[src/rtl/uart_tx_fifo.sv]
// uart_tx_fifo: first-word fall-through byte FIFO that feeds a UART transmitter
module uart_tx_fifo #(
    parameter int DATA_BITS   = 8,
    parameter int DEPTH       = 16,
    parameter int AFULL_LEVEL = DEPTH - 4
) (
    input  logic                   clk,
    input  logic                   reset,
    input  logic                   in_vld,
    output logic                   in_rdy,
    input  logic [DATA_BITS-1:0]   in_data,
    output logic                   out_vld,
    input  logic                   out_rdy,
    output logic [DATA_BITS-1:0]   out_data,
    output logic [$clog2(DEPTH):0] count,
    output logic                   empty,
    output logic                   afull,
    input  logic                   clr_err,
    output logic                   ovf_err
);
    localparam int AW = $clog2(DEPTH);
    localparam int CW = AW + 1;
    localparam logic [CW-1:0] FULL = CW'(DEPTH);
    localparam logic [CW-1:0] AFULL = CW'(AFULL_LEVEL);

    logic [DATA_BITS-1:0] mem [DEPTH];
    logic [AW-1:0]        wr_ptr, rd_ptr;
    logic                 push, pop;

    // handshakes and status flags decoded from registered occupancy only
    always_comb begin
        in_rdy   = count < FULL;
        out_vld  = count != '0;
        empty    = count == '0;
        afull    = count >= AFULL;
        out_data = mem[rd_ptr];
        push     = in_vld && in_rdy;
        pop      = out_vld && out_rdy;
    end

    // byte storage, written only on an accepted push outside reset
    always_ff @(posedge clk) begin
        if (reset && push) mem[wr_ptr] <= in_data;
    end

    // pointers, occupancy and sticky overflow flag (new overflow beats clear)
    always_ff @(posedge clk) begin
        if (!reset) begin
            wr_ptr  <= '0;
            rd_ptr  <= '0;
            count   <= '0;
            ovf_err <= 1'b0;
        end else begin
            if (push) wr_ptr <= wr_ptr + AW'(1);
            if (pop) rd_ptr <= rd_ptr + AW'(1);
            count   <= count + CW'(push) - CW'(pop);
            ovf_err <= (in_vld && !in_rdy) || (ovf_err && !clr_err);
        end
    end
endmodule

[config.mk]
export PLATFORM = sky130hd
export DESIGN_NAME = uart_tx_fifo
export DESIGN_NICKNAME = d
export VERILOG_FILES = /design/src/rtl/uart_tx_fifo.sv
export SDC_FILE = /design/constraint.sdc
export NUM_CORES = 1
export LEC_CHECK = 0
export ABC_CLOCK_PERIOD_IN_PS = 3000
export CAP_MARGIN = 20
export CORE_ASPECT_RATIO = 1.75
export CORE_MARGIN = 3
export CORE_UTILIZATION = 55
export CTS_CLUSTER_DIAMETER = 120
export DETAILED_ROUTE_END_ITERATION = 8
export PLACE_DENSITY = 0.74
export SETUP_SLACK_MARGIN = 0.3
export SYNTH_ARGS = -nofsm -noshare
export SYNTH_HDL_FRONTEND = slang
export SYNTH_SLANG_ARGS = --single-unit
[constraint.sdc]
create_clock -name clk -period 3 [get_ports clk]
set_input_delay 0.45 -clock clk [delete_from_list [all_inputs] [get_ports clk]]
set_output_delay 0.45 -clock clk [all_outputs]
set_load 0.01 [all_outputs]
==> out/qor.log <==
[clocking] maximum level of the CTS H-tree 4
[finish] diode count 0
[clocking] number of clock buffers inserted by TritonCTS 17
[detailed_routing] vias 3030
[yosys] register bit total from synthesis 146
[finish] final instance area 7210 um^2
[detailed_routing] total routed wirelength 11600 um
[grt] largest net degree at the start of global routing 33
[timing] final setup violation count 0
[die] DIE AREA 11900 um^2
[worst_setup_path] cells on worst reg2reg path 14
[place] area after detailed placement 6380 um^2
[timing] total count of max-transition violations in the final report 0
[worst_hold_path] hold endpoint ovf_err
[flow_run] max cap viols 0
[power_and_ir_drop] sequential share of power 38.9%
[yosys] Syn Std Cell Area 5840 um^2
[place] IO Port Bufs 30
[die] Rows 49
[clocking] clock net sink count 146
[clocking] Root Buffer sky130_fd_sc_hd__clkbuf_16
[timing] Post-Route Skew 0.0109 ns
[finish] most common cell after layout, fill and taps aside sky130_fd_sc_hd__edfxtp_1
[timing] transition at the pin with the smallest max-transition slack 0.543 ns
[grt] via count of the first global-routing pass 3215
[power_and_ir_drop] worst voltage drop across the vdd grid 0.613 mV
[worst_setup_path] worst-case register-to-register setup slack 0.42 ns
[timing] final count of hold timing violations 0
[detailed_routing] count of unresolved DRC violations after routing 0
[timing] aggregate negative setup slack 0 ns
[clocking] post-CTS clock slew at the launch and capture registers of the worst setup and hold paths 0.06 ns
[clocking] clock latency on the worst-skew pair 0.41 ns
[yosys] number of distinct standard cells referenced by the synthesized netlist 34
[timing] setup repair after global routing missed its margin true
[power_and_ir_drop] Internal Dissipation 4.55 mW
[worst_setup_path] RR Endpoint count[4]
[worst_setup_path] worst reg2reg startpoint count[2]
[place] Final GP Congestion 0.751
[detailed_routing] DRT iter0 DRCs 212
[worst_setup_path] critical setup path kind flop to output pin
[yosys] sequential-to-total area share from yosys stat 72.0%
[timing] min Tclk post-route 2.65 ns
[die] Core Footprint 10300 um^2
[worst_setup_path] category of the worst setup path launch point flop
[detailed_routing] met3 routed wirelength 463 um
[detailed_routing] DR vias/cell 5.73
[finish] leading cell types in the layout, fill and taps excluded sky130_fd_sc_hd__edfxtp_1, sky130_fd_sc_hd__buf_4, sky130_fd_sc_hd__nor2_1
[timing] post-route clock period utilization 88.3%
[die] Top-Level Pins 31
[detailed_routing] metal1 wirelength 4120 um
[die] initial core utilization 56.7%
[finish] number of cells in the finished layout apart from fillers 529
[die] floorplan die height 142 um
[timing] worst-case setup margin in the final layout 0.350 ns
[worst_hold_path] WHS Path Cells 2
[worst_setup_path] maximum fanout along the worst path 12
[worst_hold_path] kind of path behind the tightest hold check flop to flop
[finish] Final Util 70.0%
[power_and_ir_drop] switching power as a share of total power 25.4%
[timing] worst slew slack as a fraction of its limit 63.7%
[yosys] mean post-synth cell area 18.5 um^2
[grt] global routing usage summed across all routing layers 20.9%
[place] pre-CTS setup slack 0.222 ns
[finish] total area of multi-input combinational cells 1540 um^2
[power_and_ir_drop] Static Leak 2.51 nW
[detailed_routing] number of optimization iterations in the first detailed-route pass 4
[place] post-detail-place hpwl 7390 um
[grt] total congestion overflow after global routing 0
[worst_setup_path] CP required 2.55 ns
[grt] initial antenna violation count 0
[detailed_routing] ANT nets after route 0
[detailed_routing] per-cell routed wire length 22.0 um
[place] placed instance count 480
[yosys] synthesis warning total 0
[detailed_routing] Met2 Wirelength 6910 um
[finish] Filler Cell Count 656
[power_and_ir_drop] part of the power in combinational logic 25.5%
[timing] final worst hold slack 0.471 ns
[yosys] synthesized instance count 315
[finish] Final nets 416
[finish] proportion of layout cells with a drive suffix above 1 29.4%
[worst_setup_path] data arrival at the endpoint of the critical path 2.20 ns
[timing] maximum operating frequency 377 MHz
[power_and_ir_drop] final total power 6.11 mW
[grt] first-pass GRT wire length 18100 um
[run_status] outcome completed
[power_and_ir_drop] net switching component of the power 1.55 mW
[finish] sequential cell area 4210 um^2
[die] width of the chip 83.9 um
[power_and_ir_drop] power density relative to cell area 847 nW/um^2
[worst_setup_path] kind of end point of the critical path output pin
[finish] area overhead of the layout relative to synthesis 23.4%
[clocking] maximum buffer depth of the clock tree 2
[power_and_ir_drop] fraction of power consumed by the clock network 35.5%
[yosys] syn nets 342
[worst_hold_path] worst hold start ovf_err
[clocking] clock tree from TritonCTS done
[detailed_routing] Top Metal Used met4
==> power groups by stage <==
stage	Combinational (mW)	Clock (mW)	Sequential (mW)
detailed placement	1.30	0	2.40
global placement	1.28	0	2.39
global route	1.70	2.30	2.39
CTS	1.44	2.21	2.37
floorplan	0.857	0	2.40
finish	1.56	2.17	2.38
==> cells by family after synthesis <==
logic type | after synthesis | share of synthesized area [%]
DFF | 146 | 72.0
buffers and inverters | 27 | 2.59
xor gates and xnor gates | 8 | 1.20
and+or+nand+nor | 64 | 4.97
adders and majority gates | 14 | 3.13
AOI/OAI and AO/OA | 24 | 2.91
muxes | 32 | 13.2
==> cell type report <==
type	instances	area share [%]
Clock buffer	17	5.90
Sequential cell	146	58.4
Inverter	14	0.729
Timing Repair Buffer	68	8.71
Tap cell	127	2.20
Multi-Input combinational cell	142	21.4
Clock inverter	15	2.62
==> per-layer routing <==
layer | track usage [%] | vias to the layer above
li1 | - | 1381
met4 | 7.37 | 0
met5 | 0 | -
met3 | 5.39 | 15
met1 | 22.6 | 1527
met2 | 39.2 | 107
==> worst max-delay path, stage by stage, from the launching register on <==
cell and delay, ns:
sky130_fd_sc_hd__dfxtp_4 0.40, sky130_fd_sc_hd__buf_12 0.15, sky130_fd_sc_hd__buf_4 0.15, sky130_fd_sc_hd__mux4_2 0.52, sky130_fd_sc_hd__a22oi_1 0.20, sky130_fd_sc_hd__nand2_1 0.08
sky130_fd_sc_hd__dlygate4sd2_1 0.29
==> cells in the mapped netlist <==
master	count	share of area, %
sky130_fd_sc_hd__a21o_1	1	0.13
sky130_fd_sc_hd__a21oi_1	5	0.43
sky130_fd_sc_hd__a221o_1	1	0.17
sky130_fd_sc_hd__a22oi_1	16	2.1
sky130_fd_sc_hd__and2_1	2	0.21
sky130_fd_sc_hd__and2b_1	1	0.13
sky130_fd_sc_hd__and3_1	1	0.11
sky130_fd_sc_hd__buf_1	1	0.064
sky130_fd_sc_hd__buf_2	4	0.34
sky130_fd_sc_hd__buf_4	1	0.13
sky130_fd_sc_hd__buf_6	3	0.58
sky130_fd_sc_hd__clkbuf_1	1	0.064
sky130_fd_sc_hd__clkdlybuf4s25_2	3	0.51
sky130_fd_sc_hd__dfxtp_1	18	6.2
sky130_fd_sc_hd__edfxtp_1	128	66
sky130_fd_sc_hd__fa_1	1	0.34
sky130_fd_sc_hd__ha_1	13	2.8
sky130_fd_sc_hd__inv_1	14	0.90
sky130_fd_sc_hd__mux4_1	14	6.3
sky130_fd_sc_hd__mux4_2	18	6.9
sky130_fd_sc_hd__nand2_1	14	0.90
sky130_fd_sc_hd__nand2_2	1	0.11
sky130_fd_sc_hd__nand2b_1	2	0.21
sky130_fd_sc_hd__nand3_1	4	0.34
sky130_fd_sc_hd__nand3b_1	2	0.26
sky130_fd_sc_hd__nand4_1	1	0.11
sky130_fd_sc_hd__nor2_1	30	1.9
sky130_fd_sc_hd__nor2b_1	2	0.21
sky130_fd_sc_hd__nor3_1	2	0.17
sky130_fd_sc_hd__o21a_1	1	0.13
sky130_fd_sc_hd__or3_1	1	0.11
sky130_fd_sc_hd__or4b_1	1	0.17
sky130_fd_sc_hd__xnor2_1	2	0.30
sky130_fd_sc_hd__xor2_1	6	0.90
==> how the worst max path moves through the flow <==
| stage | slack, ns | end |
|---|---|---|
| 4_1_cts | 0.26 | out_data[5] |
| 5_1_grt | 0.26 | out_data[1] |
| 2_1_floorplan | 0.31 | count[4] |
| 6_report | 0.35 | out_data[1] |
| 3_5_place_dp | 0.22 | count[4] |
| 3_3_place_gp | 0.31 | count[4] |
==> sequential cells by signal, indices dropped and copies added (netlist names), named ones only <==
| register | flops |
|---|---|
| mem | 128 |
| count | 5 |
| rd_ptr | 4 |
| wr_ptr | 4 |
| ovf_err | 1 |
==> what timing repair did <==
action | 4_1_cts | 5_1_grt
hold buffers | 0 | 0
endpoints found under the setup margin | 10 | 8
gates resized for setup | 18 | 27
pin swaps | 0 | 8
setup buffers | 9 | 7
gates cloned | 1 | 0
Power figures use the tool's default switching activity.
